[src/rtl/jeff_74x161_down_if.sv]
// Pin bundle for the jeff_74x161_down presettable down counter.
// The master drives the control and data pins; the counter (slave) drives the count and the borrow.
interface jeff_74x161_down_if;
   logic ld;
   logic ent;
   logic enp;
   logic a;
   logic b;
   logic c;
   logic d;
   logic qa;
   logic qb;
   logic qc;
   logic qd;
   logic rbo;

   modport master (
      output ld, ent, enp, a, b, c, d,
      input  qa, qb, qc, qd, rbo
   );

   modport slave (
      input  ld, ent, enp, a, b, c, d,
      output qa, qb, qc, qd, rbo
   );
endinterface

[src/rtl/jeff_74x161_down.sv]
// Synchronous presettable 4-bit down counter with dual enables and programmable modulus.
// Underflow from 0 reloads MOD-1; rbo flags the zero state for cascading stages.
module jeff_74x161_down #(
   parameter int MOD = 16
) (
   input logic               clk,
   input logic               clr,
   jeff_74x161_down_if.slave bus
);

   localparam logic [3:0] WRAP_VAL = 4'(MOD - 1);

   logic [3:0] q_r;
   logic [3:0] q_next_s;
   logic       zero_s;

   assign zero_s = (q_r == 4'd0);

   // next-state selection: clear, then load, then count, else hold
   always_comb begin
      q_next_s = q_r;
      if (clr) begin
         q_next_s = 4'd0;
      end else if (bus.ld) begin
         q_next_s = {bus.d, bus.c, bus.b, bus.a};
      end else if (bus.ent && bus.enp) begin
         if (zero_s) begin
            q_next_s = WRAP_VAL;
         end else begin
            q_next_s = q_r - 4'd1;
         end
      end else begin
         q_next_s = q_r;
      end
   end

   // count register
   always_ff @(posedge clk) begin
      q_r <= q_next_s;
   end

   assign {bus.qd, bus.qc, bus.qb, bus.qa} = q_r;
   // borrow is gated by ent only so a higher stage sees it without waiting a cycle
   assign bus.rbo = bus.ent & zero_s;

endmodule

[src/flat_wrapper.sv]
// flat-port wrapper written by rule: the top's interface ports become plain ports
module jeff_74x161_down_flat 
#(
   parameter int MOD = 16
)
  (clk, clr, bus_ld, bus_ent, bus_enp, bus_a, bus_b, bus_c, bus_d, bus_qa, bus_qb, bus_qc, bus_qd, bus_rbo);
  jeff_74x161_down_if bus_i ();
  input logic clk;
  input logic clr;
  input wire logic [$bits(bus_i.ld)-1:0] bus_ld;
  input wire logic [$bits(bus_i.ent)-1:0] bus_ent;
  input wire logic [$bits(bus_i.enp)-1:0] bus_enp;
  input wire logic [$bits(bus_i.a)-1:0] bus_a;
  input wire logic [$bits(bus_i.b)-1:0] bus_b;
  input wire logic [$bits(bus_i.c)-1:0] bus_c;
  input wire logic [$bits(bus_i.d)-1:0] bus_d;
  output wire logic [$bits(bus_i.qa)-1:0] bus_qa;
  output wire logic [$bits(bus_i.qb)-1:0] bus_qb;
  output wire logic [$bits(bus_i.qc)-1:0] bus_qc;
  output wire logic [$bits(bus_i.qd)-1:0] bus_qd;
  output wire logic [$bits(bus_i.rbo)-1:0] bus_rbo;
  assign bus_i.ld = bus_ld;
  assign bus_i.ent = bus_ent;
  assign bus_i.enp = bus_enp;
  assign bus_i.a = bus_a;
  assign bus_i.b = bus_b;
  assign bus_i.c = bus_c;
  assign bus_i.d = bus_d;
  assign bus_qa = bus_i.qa;
  assign bus_qb = bus_i.qb;
  assign bus_qc = bus_i.qc;
  assign bus_qd = bus_i.qd;
  assign bus_rbo = bus_i.rbo;
  jeff_74x161_down #(.MOD(MOD)) u_core (.clk(clk), .clr(clr), .bus(bus_i));
endmodule
[config.mk]
export PLATFORM = sky130hd
export DESIGN_NAME = jeff_74x161_down_flat
export DESIGN_NICKNAME = d
export VERILOG_FILES = /design/src/rtl/jeff_74x161_down_if.sv /design/src/rtl/jeff_74x161_down.sv /design/src/flat_wrapper.sv
export SDC_FILE = /design/constraint.sdc
export NUM_CORES = 1
export LEC_CHECK = 0
export BUFFER_PORTS_ARGS = -buffer_cell sky130_fd_sc_hd__buf_4
export CAP_MARGIN = 20
export CORE_AREA = 2 2 39 41
export DETAILED_ROUTE_END_ITERATION = 6
export DIE_AREA = 0 0 41 43
export SLEW_MARGIN = 40
export SYNTH_ARGS = -nofsm -noshare
export SYNTH_HDL_FRONTEND = slang
export SYNTH_SLANG_ARGS = --single-unit
[constraint.sdc]
create_clock -name clk -period 1.8 [get_ports clk]
set_input_delay 0.09 -clock clk [delete_from_list [all_inputs] [get_ports clk]]
set_output_delay 0.09 -clock clk [all_outputs]
set_load 0.1 [all_outputs]
==> flow_summary_export.csv <==
group,metric,value,unit
grt,overflow,0,
run_status,status,"finished clean",
grt,grtUsageTotal,0.0925,
timing,hold_viol,0,
worst_hold_path,hold_class,"input port to flip-flop",
layout,ff_latch_area,85.1,sq um
floorplanning,num_rows,14,
layout,largest_reg_flops,4,
detailed_routing,wl_per_cell,9.76,um
clocking,cts_setup_buffers,0,
critical_path,end_kind,"primary output",
detailed_routing,drcViolationCount,0,
synthesis,syn_inst,35,
clocking,cts_resized,0,
synthesis,synth-seq-cells,4,
grt,grt_pass1_wl,1.06,mm
synthesis,synthDistinctLibCells,20,
detailed_routing,via_per_inst,4.64,
timing,setup_viol,0,
run,cap_violations,0,
clocking,cts.sinks,4,
critical_path,crit_required,1.71,ns
critical_path,start_kind,"flip-flop",
synthesis,yosys_warnings,0,
grt,antenna_found_initial,0,
floorplanning,fp.coreArea,0.00138,sq mm
clocking,tritoncts,"built",
placement,place_ws,0.340,ns
floorplanning,die_area,0.00176,sq mm
critical_path,reg2reg_to,"u_core.q_r[0]",
timing,relSlewSlack,0.813,
worst_hold_path,hold_depth,2,
layout,area_delta_synth_final,55.1,%
worst_hold_path,hold_end,"u_core.q_r[0]",
layout,antenna_cells,0,
placement,port_buffers,13,
clocking,clock_latency,0.23,ns
clocking,cts_buffers,3,
layout,top_register,"u_core.q_r",
timing,rsz0062_at_grt,"false",
critical_path,reg2reg_from,"u_core.q_r[0]",
floorplanning,design.portCount,14,
floorplanning,start_util,0.193,
timing,clock_skew,0.00121,ns
clocking,holdBufCountCts,0,
power,power_leakage,0.195,nW
clocking,root_buffer,"clkbuf_4",
critical_path,crit_type,"flip-flop to primary output",
detailed_routing,ant_nets,0,
synthesis,ys_seq_area_frac,0.299,
timing,fin_crit,1.68,ns
critical_path,reg2reg_depth,5,
worst_hold_path,min_from,"clr",
detailed_routing,vias,306,
synthesis,syn_area_per_cell,7.65,sq um
timing,slew_viol_final,0,
power,ir_drop,0.296,mV
critical_path,path_max_fanout,6,
layout,drive_above_1_share,0.440,
clocking,clk_pin_slew_worst_paths,0.03,ns
clocking,clk_path_buf_depth,2,
layout,largestRegisters,"u_core.q_r (4)",
grt,grt_pass1_vias,260,
timing,fmax,595,MHz
detailed_routing,firstDrtPassIters,2,
critical_path,ff2ff_setup_slack,0.35,ns
floorplanning,die_w,41,um
synthesis,syn_nets,45,
synthesis,syn_area,268,sq um
floorplanning,die_h,43,um
layout,multi_input_area,168,sq um
timing,fin_crit_sh,0.934,
detailed_routing,drt_iter0_markers,2,
clocking,htreeDepth,1,
power,power_per_cell_area,858,mW/mm^2
timing,tightest_slew,0.283,ns
placement,gp_congestion,0.713,
critical_path,arrival,1.59,ns
timing,setup_tns,0,ns
grt,grt_start_max_net_pins,11,
layout,n_fill_cell,162,
detailed_routing,routed_wl,644,um
layout,fin_nets,62,
timing,setup_slack,0.118,ns
-- layout make-up --
type | instances | area share
clock buffers | 3 | 0.0542
inverters | 6 | 0.0542
multi-input cells | 24 | 0.404
flip-flops and latches | 4 | 0.205
well taps | 16 | 0.0482
repair buffers | 13 | 0.235
-- critical path, stage by stage, from the launching register on --
cell     delay [ns]
dfxtp_2        0.33
inv_1          0.05
ha_1           0.16
or3b_1         0.41
nor2_4         0.11
buf_4          0.28
-- Yosys cell counts (all sizes together) --
| master | n | area share |
|---|---|---|
| inv | 6 | 0.084 |
| a21oi | 5 | 0.11 |
| dfxtp | 4 | 0.30 |
| nand2 | 3 | 0.042 |
| nor2 | 2 | 0.028 |
| nor3 | 2 | 0.037 |
| a211o | 1 | 0.033 |
| a211oi | 1 | 0.028 |
| a221o | 1 | 0.037 |
| a311o | 1 | 0.037 |
| and3 | 1 | 0.023 |
| buf | 1 | 0.019 |
| ha | 1 | 0.047 |
| nand3 | 1 | 0.019 |
| o21a | 1 | 0.028 |
| o21bai | 1 | 0.028 |
| or3b | 1 | 0.033 |
| or4b | 1 | 0.037 |
| xnor2 | 1 | 0.033 |
-- cells in the final DEF (no fill, tap or decap), types with 2 or more instances in the layout --
master,instances
a21oi_1,4
buf_4,13
clkbuf_4,3
dfxtp_2,4
inv_1,6
nand2_1,3
nor3_1,2
-- metal layers --
| metal | global-route usage | vias up | routed length (um) |
|---|---|---|---|
| met4 | 0.0600 | 0 | 0 |
| met2 | 0.119 | 10 | 295 |
| li1 | - | 157 | - |
| met1 | 0.116 | 139 | 291 |
| met3 | 0.0471 | 0 | 57 |
| met5 | 0 | - | 0 |
-- worst max path at each step --
stage,to,start,slack (ns),cells after the start
4_1_cts,bus_rbo,u_core.q_r[0],0.1,5
3_5_place_dp,u_core.q_r[0],u_core.q_r[0],0.34,5
3_3_place_gp,bus_rbo,u_core.q_r[0],0.36,5
5_1_grt,bus_rbo,u_core.q_r[1],0.02,5
2_1_floorplan,bus_rbo,u_core.q_r[1],0.04,4
6_report,bus_rbo,u_core.q_r[0],0.12,5
-- cell families after synthesis --
group,after synthesis,share of synthesized area
DFF,4,0.299
adders and majority gates,1,0.0467
buffers and inverters,7,0.103
AOI/OAI and AO/OA,11,0.299
and+or+nand+nor,11,0.220
xor gates and xnor gates,1,0.0327
-- through the flow --
step           hold slack, ns  power, mW  cells  instance area, sq um   util
4_1_cts                0.0352      0.365     66                   415  0.300
6_report               0.0426      0.356     66                   415  0.300
5_1_grt                0.0299      0.380     66                   415  0.300
3_3_place_gp            0.275      0.251     63                   393  0.284
3_5_place_dp            0.282      0.252     63                   393  0.284
2_1_floorplan           0.145      0.213     35                   280      -
-- power breakdown --
group | leakage (nW) | total (mW) | switching, mW | internal [mW]
Combinational | 0.147 | 0.142 | 0.0976 | 0.0448
Sequential | 0.0344 | 0.107 | 0.00886 | 0.0981
Clock | 0.0138 | 0.107 | 0.0327 | 0.0743
Total | 0.195 | 0.356 | 0.139 | 0.217
Power figures use the tool's default switching activity.
